## src/rtl/rst_seq_pkg.sv

```systemverilog
// Shared types for the reset sequencer: state encoding and counter sizing helper.
package rst_seq_pkg;

  typedef enum logic [2:0] {
    S_RESET      = 3'd0,
    S_WAIT_LOCK  = 3'd1,
    S_STABLE     = 3'd2,
    S_WAIT_CALIB = 3'd3,
    S_HOLD_WB    = 3'd4,
    S_HOLD_CPU   = 3'd5,
    S_RUN        = 3'd6
  } state_e;

  function automatic int cnt_width(int a, int b, int c);
    int m;
    m = a;
    if (b > m) m = b;
    if (c > m) m = c;
    return $clog2(m + 1);
  endfunction

endpackage

```

## src/rtl/sync_2ff.sv

```systemverilog
// Single-bit two-flop synchronizer, clears to 0 on async reset.
module sync_2ff (
  input  logic clk,
  input  logic rst_n,
  input  logic d,
  output logic q
);

  logic meta;

  always_ff @(posedge clk or negedge rst_n) begin
    if (!rst_n) begin
      meta <= 1'b0;
      q    <= 1'b0;
    end else begin
      meta <= d;
      q    <= meta;
    end
  end

endmodule

```

## src/rtl/rst_sequencer.sv

```systemverilog
// Ordered reset release for DDR2, Wishbone and CPU driven by clock locks,
// DDR2 calibration and a software re-cycle request.
module rst_sequencer
  import rst_seq_pkg::*;
#(
  parameter int unsigned LOCK_STABLE_CYCLES = 1024,
  parameter int unsigned HOLD_CYCLES        = 16,
  parameter int unsigned CALIB_TIMEOUT      = 1048576,
  parameter int unsigned CNT_W = cnt_width(LOCK_STABLE_CYCLES, HOLD_CYCLES, CALIB_TIMEOUT)
) (
  input  logic       wb_clk_i,
  input  logic       rst_n_pad_i,
  input  logic       dcm_locked_i,
  input  logic       pll_locked_i,
  input  logic       ddr2_calib_done_i,
  input  logic       sw_rst_i,
  output logic       ddr2_rst_o,
  output logic       wb_rst_o,
  output logic       cpu_rst_o,
  output logic       calib_timeout_o,
  output logic [2:0] state_o
);

  localparam logic [CNT_W-1:0] LS_LAST   = CNT_W'(LOCK_STABLE_CYCLES - 1);
  localparam logic [CNT_W-1:0] HOLD_LAST = CNT_W'(HOLD_CYCLES - 1);
  localparam logic [CNT_W-1:0] CAL_TO    = CNT_W'(CALIB_TIMEOUT);

  logic dcm_s, pll_s, cal_s, lock_s;

  sync_2ff u_sync_dcm (.clk(wb_clk_i), .rst_n(rst_n_pad_i), .d(dcm_locked_i),      .q(dcm_s));
  sync_2ff u_sync_pll (.clk(wb_clk_i), .rst_n(rst_n_pad_i), .d(pll_locked_i),      .q(pll_s));
  sync_2ff u_sync_cal (.clk(wb_clk_i), .rst_n(rst_n_pad_i), .d(ddr2_calib_done_i), .q(cal_s));

  assign lock_s = dcm_s & pll_s;

  state_e           state, state_d;
  logic [CNT_W-1:0] cnt, cnt_d;
  logic             cnt_clr;
  logic             timeout_d;

  always_comb begin
    state_d = state;
    cnt_clr = 1'b0;
    if (state != S_RESET && state != S_WAIT_LOCK && !lock_s) begin
      state_d = S_WAIT_LOCK;
    end else if ((state == S_HOLD_WB || state == S_HOLD_CPU || state == S_RUN) && sw_rst_i) begin
      // re-entering HOLD_WB from itself is not a state change, so clear explicitly
      state_d = S_HOLD_WB;
      cnt_clr = 1'b1;
    end else begin
      case (state)
        S_RESET:      state_d = S_WAIT_LOCK;
        S_WAIT_LOCK:  if (lock_s) state_d = S_STABLE;
        S_STABLE:     if (cnt == LS_LAST) state_d = S_WAIT_CALIB;
        S_WAIT_CALIB: if (cal_s) state_d = S_HOLD_WB;
        S_HOLD_WB:    if (cnt == HOLD_LAST) state_d = S_HOLD_CPU;
        S_HOLD_CPU:   if (cnt == HOLD_LAST) state_d = S_RUN;
        S_RUN:        state_d = S_RUN;
        default:      state_d = S_RESET;
      endcase
    end

    if (cnt_clr || state_d != state)
      cnt_d = '0;
    else if (state == S_WAIT_CALIB && cnt == CAL_TO)
      cnt_d = cnt;
    else
      cnt_d = cnt + CNT_W'(1);

    timeout_d = calib_timeout_o | (state_d == S_WAIT_CALIB && cnt_d == CAL_TO);
  end

  // Outputs decode the next state so they move on the same edge as state_o.
  always_ff @(posedge wb_clk_i or negedge rst_n_pad_i) begin
    if (!rst_n_pad_i) begin
      state           <= S_RESET;
      cnt             <= '0;
      ddr2_rst_o      <= 1'b1;
      wb_rst_o        <= 1'b1;
      cpu_rst_o       <= 1'b1;
      calib_timeout_o <= 1'b0;
    end else begin
      state           <= state_d;
      cnt             <= cnt_d;
      ddr2_rst_o      <= (state_d == S_RESET) || (state_d == S_WAIT_LOCK) || (state_d == S_STABLE);
      wb_rst_o        <= !((state_d == S_HOLD_CPU) || (state_d == S_RUN));
      cpu_rst_o       <= (state_d != S_RUN);
      calib_timeout_o <= timeout_d;
    end
  end

  assign state_o = state;

endmodule

```

## config.mk

```make
export PLATFORM = sky130hd
export DESIGN_NAME = rst_sequencer
export DESIGN_NICKNAME = d
export VERILOG_FILES = /design/src/rtl/rst_seq_pkg.sv /design/src/rtl/sync_2ff.sv /design/src/rtl/rst_sequencer.sv
export SDC_FILE = /design/constraint.sdc
export NUM_CORES = 1
export LEC_CHECK = 0
export CAP_MARGIN = 15
export CORE_ASPECT_RATIO = 1.4
export CORE_MARGIN = 5
export CORE_UTILIZATION = 58
export DETAILED_ROUTE_END_ITERATION = 8
export PLACE_DENSITY = 0.86
export REMOVE_ABC_BUFFERS = 1
export SLEW_MARGIN = 20
export SYNTH_ARGS = -nofsm -noshare
export SYNTH_HDL_FRONTEND = slang
export SYNTH_SLANG_ARGS = --single-unit
```

## constraint.sdc

```tcl
create_clock -name wb_clk_i -period 3.8 [get_ports wb_clk_i]
set_input_delay 0.76 -clock wb_clk_i [delete_from_list [all_inputs] [get_ports wb_clk_i]]
set_output_delay 0.76 -clock wb_clk_i [all_outputs]
set_load 0.02 [all_outputs]
```

==> metrics <==
outcome=finished, final reports clean; Setup TNS Final=0 ns; final antenna-violating net count=0; Tmin final=3.22 ns; HPWL Detailed=3040 um; Synth area leaders=dfrtp_1, nor2_1, xnor2_1; effective utilization at floorplan=59.5%; design area=2250 um^2; post-cts resize count=0; Worst setup SP type=flop; crit path DAT=3.39 ns; Slew @ Worst Pin=0.816 ns; fraction of synthesized cell area taken by the top area cell type=38.6%; worst-path fanout max=14; Critical Path End=cnt[19]; largest net degree at the start of global routing=35; post-DR wirelength/cell=15.1 um; drt pass-1 iters=4; pwr/cell area=496 nW/um^2; Worst VDD drop=0.338 mV; Synth top cells by count=dfrtp_1, nor2_1, nand2_1, nand3_1; Comb pwr share=29.4%; Final nets=239; num ports=13; Worst R2R Start=cnt[11]; Fin Clk Skew=0.00635 ns; initial antenna violation count=0; clock root buffer=clkbuf_8; vias in the first global route=1,613; hold buffers post-CTS=0; Port-buffer cells=12; min-delay src=u_sync_dcm.meta; reg2reg path depth=7; RSZ-0062 raised after global routing=false; utilization after layout=66.7%; period utilisation layout=84.6%; routed wire length=4110 um; Post-CTS Setup Bufs=0; R2R Setup Slk=0.58 ns; Cells after Synth=221; Slew headroom=45.1%; internal power=729 uW; Post-synth EDFFs=0; Crit. End Element=flop; achievable frequency=311 MHz; Mapped Area=2010 um^2; Hold Vio Cnt, Final=0; layout cells sized above 1=10.8%; Core Region=3380 um^2; Hold/Removal Path Class=flop to flop; placed cell areas=2150 um^2; H-Tree Depth=2; first-pass GRT wire length=7260 um; grt ovf=0; Clock Path Buffers=2; gpl congestion=0.887; placed cells=264; Critical Path RT=3.97 ns; RR Endpoint=cnt[19]; Psw=389 uW; count of filler cells inserted in the layout=266; vias per inst=6.12; # diodes=0; Total GRT Usage=19.9%; die footprint=4760 um^2; post-synthesis sequential area ratio=42.5%; Clock Latency Late Sink=0.29 ns; fin cells=272; Clock power frac=28.6%; DRT iter0 DRCs=122; row count=25; max cap viols=0; leakage power=0.000945 uW; Die H=79.7 um; synthesized area per cell=9.10 um^2; cell taking the most area after synthesis=dfrtp_1; number of synthesized register bits=34; yosys warns=0; clock sink total=34; Crit Path Class=flop to flop; switch share=34.8%; Area growth syn-to-layout=12.1%; Async S/R FF share, synth=100%; total CTS buffers=5; DRC violations left=0; count of cell types in the netlist=48; Die X=59.8 um; dominant synthesized flop cell=dfrtp_1; CTS tree=done; Final Max Tran Viols=0; via count=1,664; CTS clk-pin slew, worst paths=0.07 ns; register share of total power=42.1%; crit path from=cnt[11]; count of final setup violators=0
logic make-up (layout without fill, tap and decap cells):
family	count (synthesis)	after routing	share of synthesized area [%]
AOI/OAI and AO/OA	33	33	13.2
xor gates and xnor gates	22	22	9.58
adders and majority gates	2	2	1.24
buffers and inverters	20	31	4.54
DFF	34	34	42.5
muxes	2	2	1.06
and+or+nand+nor	108	108	27.9
registers in the layout (all words and copies together), names as in the netlist:
register,cells
cnt,21
state_o,3
calib_timeout_o,1
cpu_rst_o,1
ddr2_rst_o,1
u_sync_cal.meta,1
u_sync_cal.q,1
u_sync_dcm.meta,1
u_sync_dcm.q,1
u_sync_pll.meta,1
u_sync_pll.q,1
wb_rst_o,1
critical path, stage by stage (launching register included):
cell and delay [ns]:
dfrtp_1 0.46, or4_4 0.55, or4_1 0.51, or4_4 0.53, a2111oi_4 0.30, or3_1 0.45, buf_4 0.24, nor2_1 0.06
stage by stage:
step	setup WS (ns)	hold WS, ns	power (uW)
final	0.584	0.349	1120
after global routing	0.362	0.364	1190
after CTS	0.563	0.354	1130
after detailed placement	0.560	0.342	806
after global placement	0.653	0.333	792
after floorplan	0.770	0.331	678
cell type report:
class,count,area [um^2],area share [%]
clock buffer,5,68.8,3.05
multi-input combinational,167,1060,47.2
inverter,7,26.3,1.17
clock inverter,3,40.0,1.78
tap,40,50.0,2.22
sequential,34,855,37.9
timing repair buffer,16,150,6.66
worst min path at each step:
stage          depth (start not counted)  slack, ns      endpoint
2_1_floorplan                          0       0.33  u_sync_cal.q
3_3_place_gp                           0       0.33  u_sync_cal.q
3_5_place_dp                           0       0.34  u_sync_dcm.q
4_1_cts                                0       0.35  u_sync_dcm.q
5_1_grt                                0       0.36  u_sync_dcm.q
6_report                               0       0.35  u_sync_dcm.q
power groups by stage:
stage	clock [uW]	sequential, uW	combinational, uW
detailed placement	0	476	331
CTS	327	469	332
floorplan	0	481	197
global placement	0	475	317
global route	340	477	371
finish	320	470	328
cells in the final DEF (no fill, tap or decap), types with 6 or more instances in the layout:
| cell type | Yosys | routed |
|---|---|---|
| a21oi_1 | 8 | 8 |
| clkdlybuf4s50_1 | 0 | 12 |
| dfrtp_1 | 31 | 31 |
| inv_1 | 7 | 7 |
| nand2_1 | 17 | 17 |
| nand3_1 | 13 | 13 |
| nand4_1 | 7 | 7 |
| nor2_1 | 31 | 31 |
| nor3_1 | 6 | 6 |
| nor4_1 | 8 | 8 |
| xnor2_1 | 11 | 11 |
| xor2_1 | 11 | 11 |
metal layers:
metal	global-route usage, %	wire length, um
met3	4.85	210
met1	23.8	1630
met5	0	0
met2	32.4	2170
met4	10.2	102
Note: power is estimated with default switching activity, not from simulation.
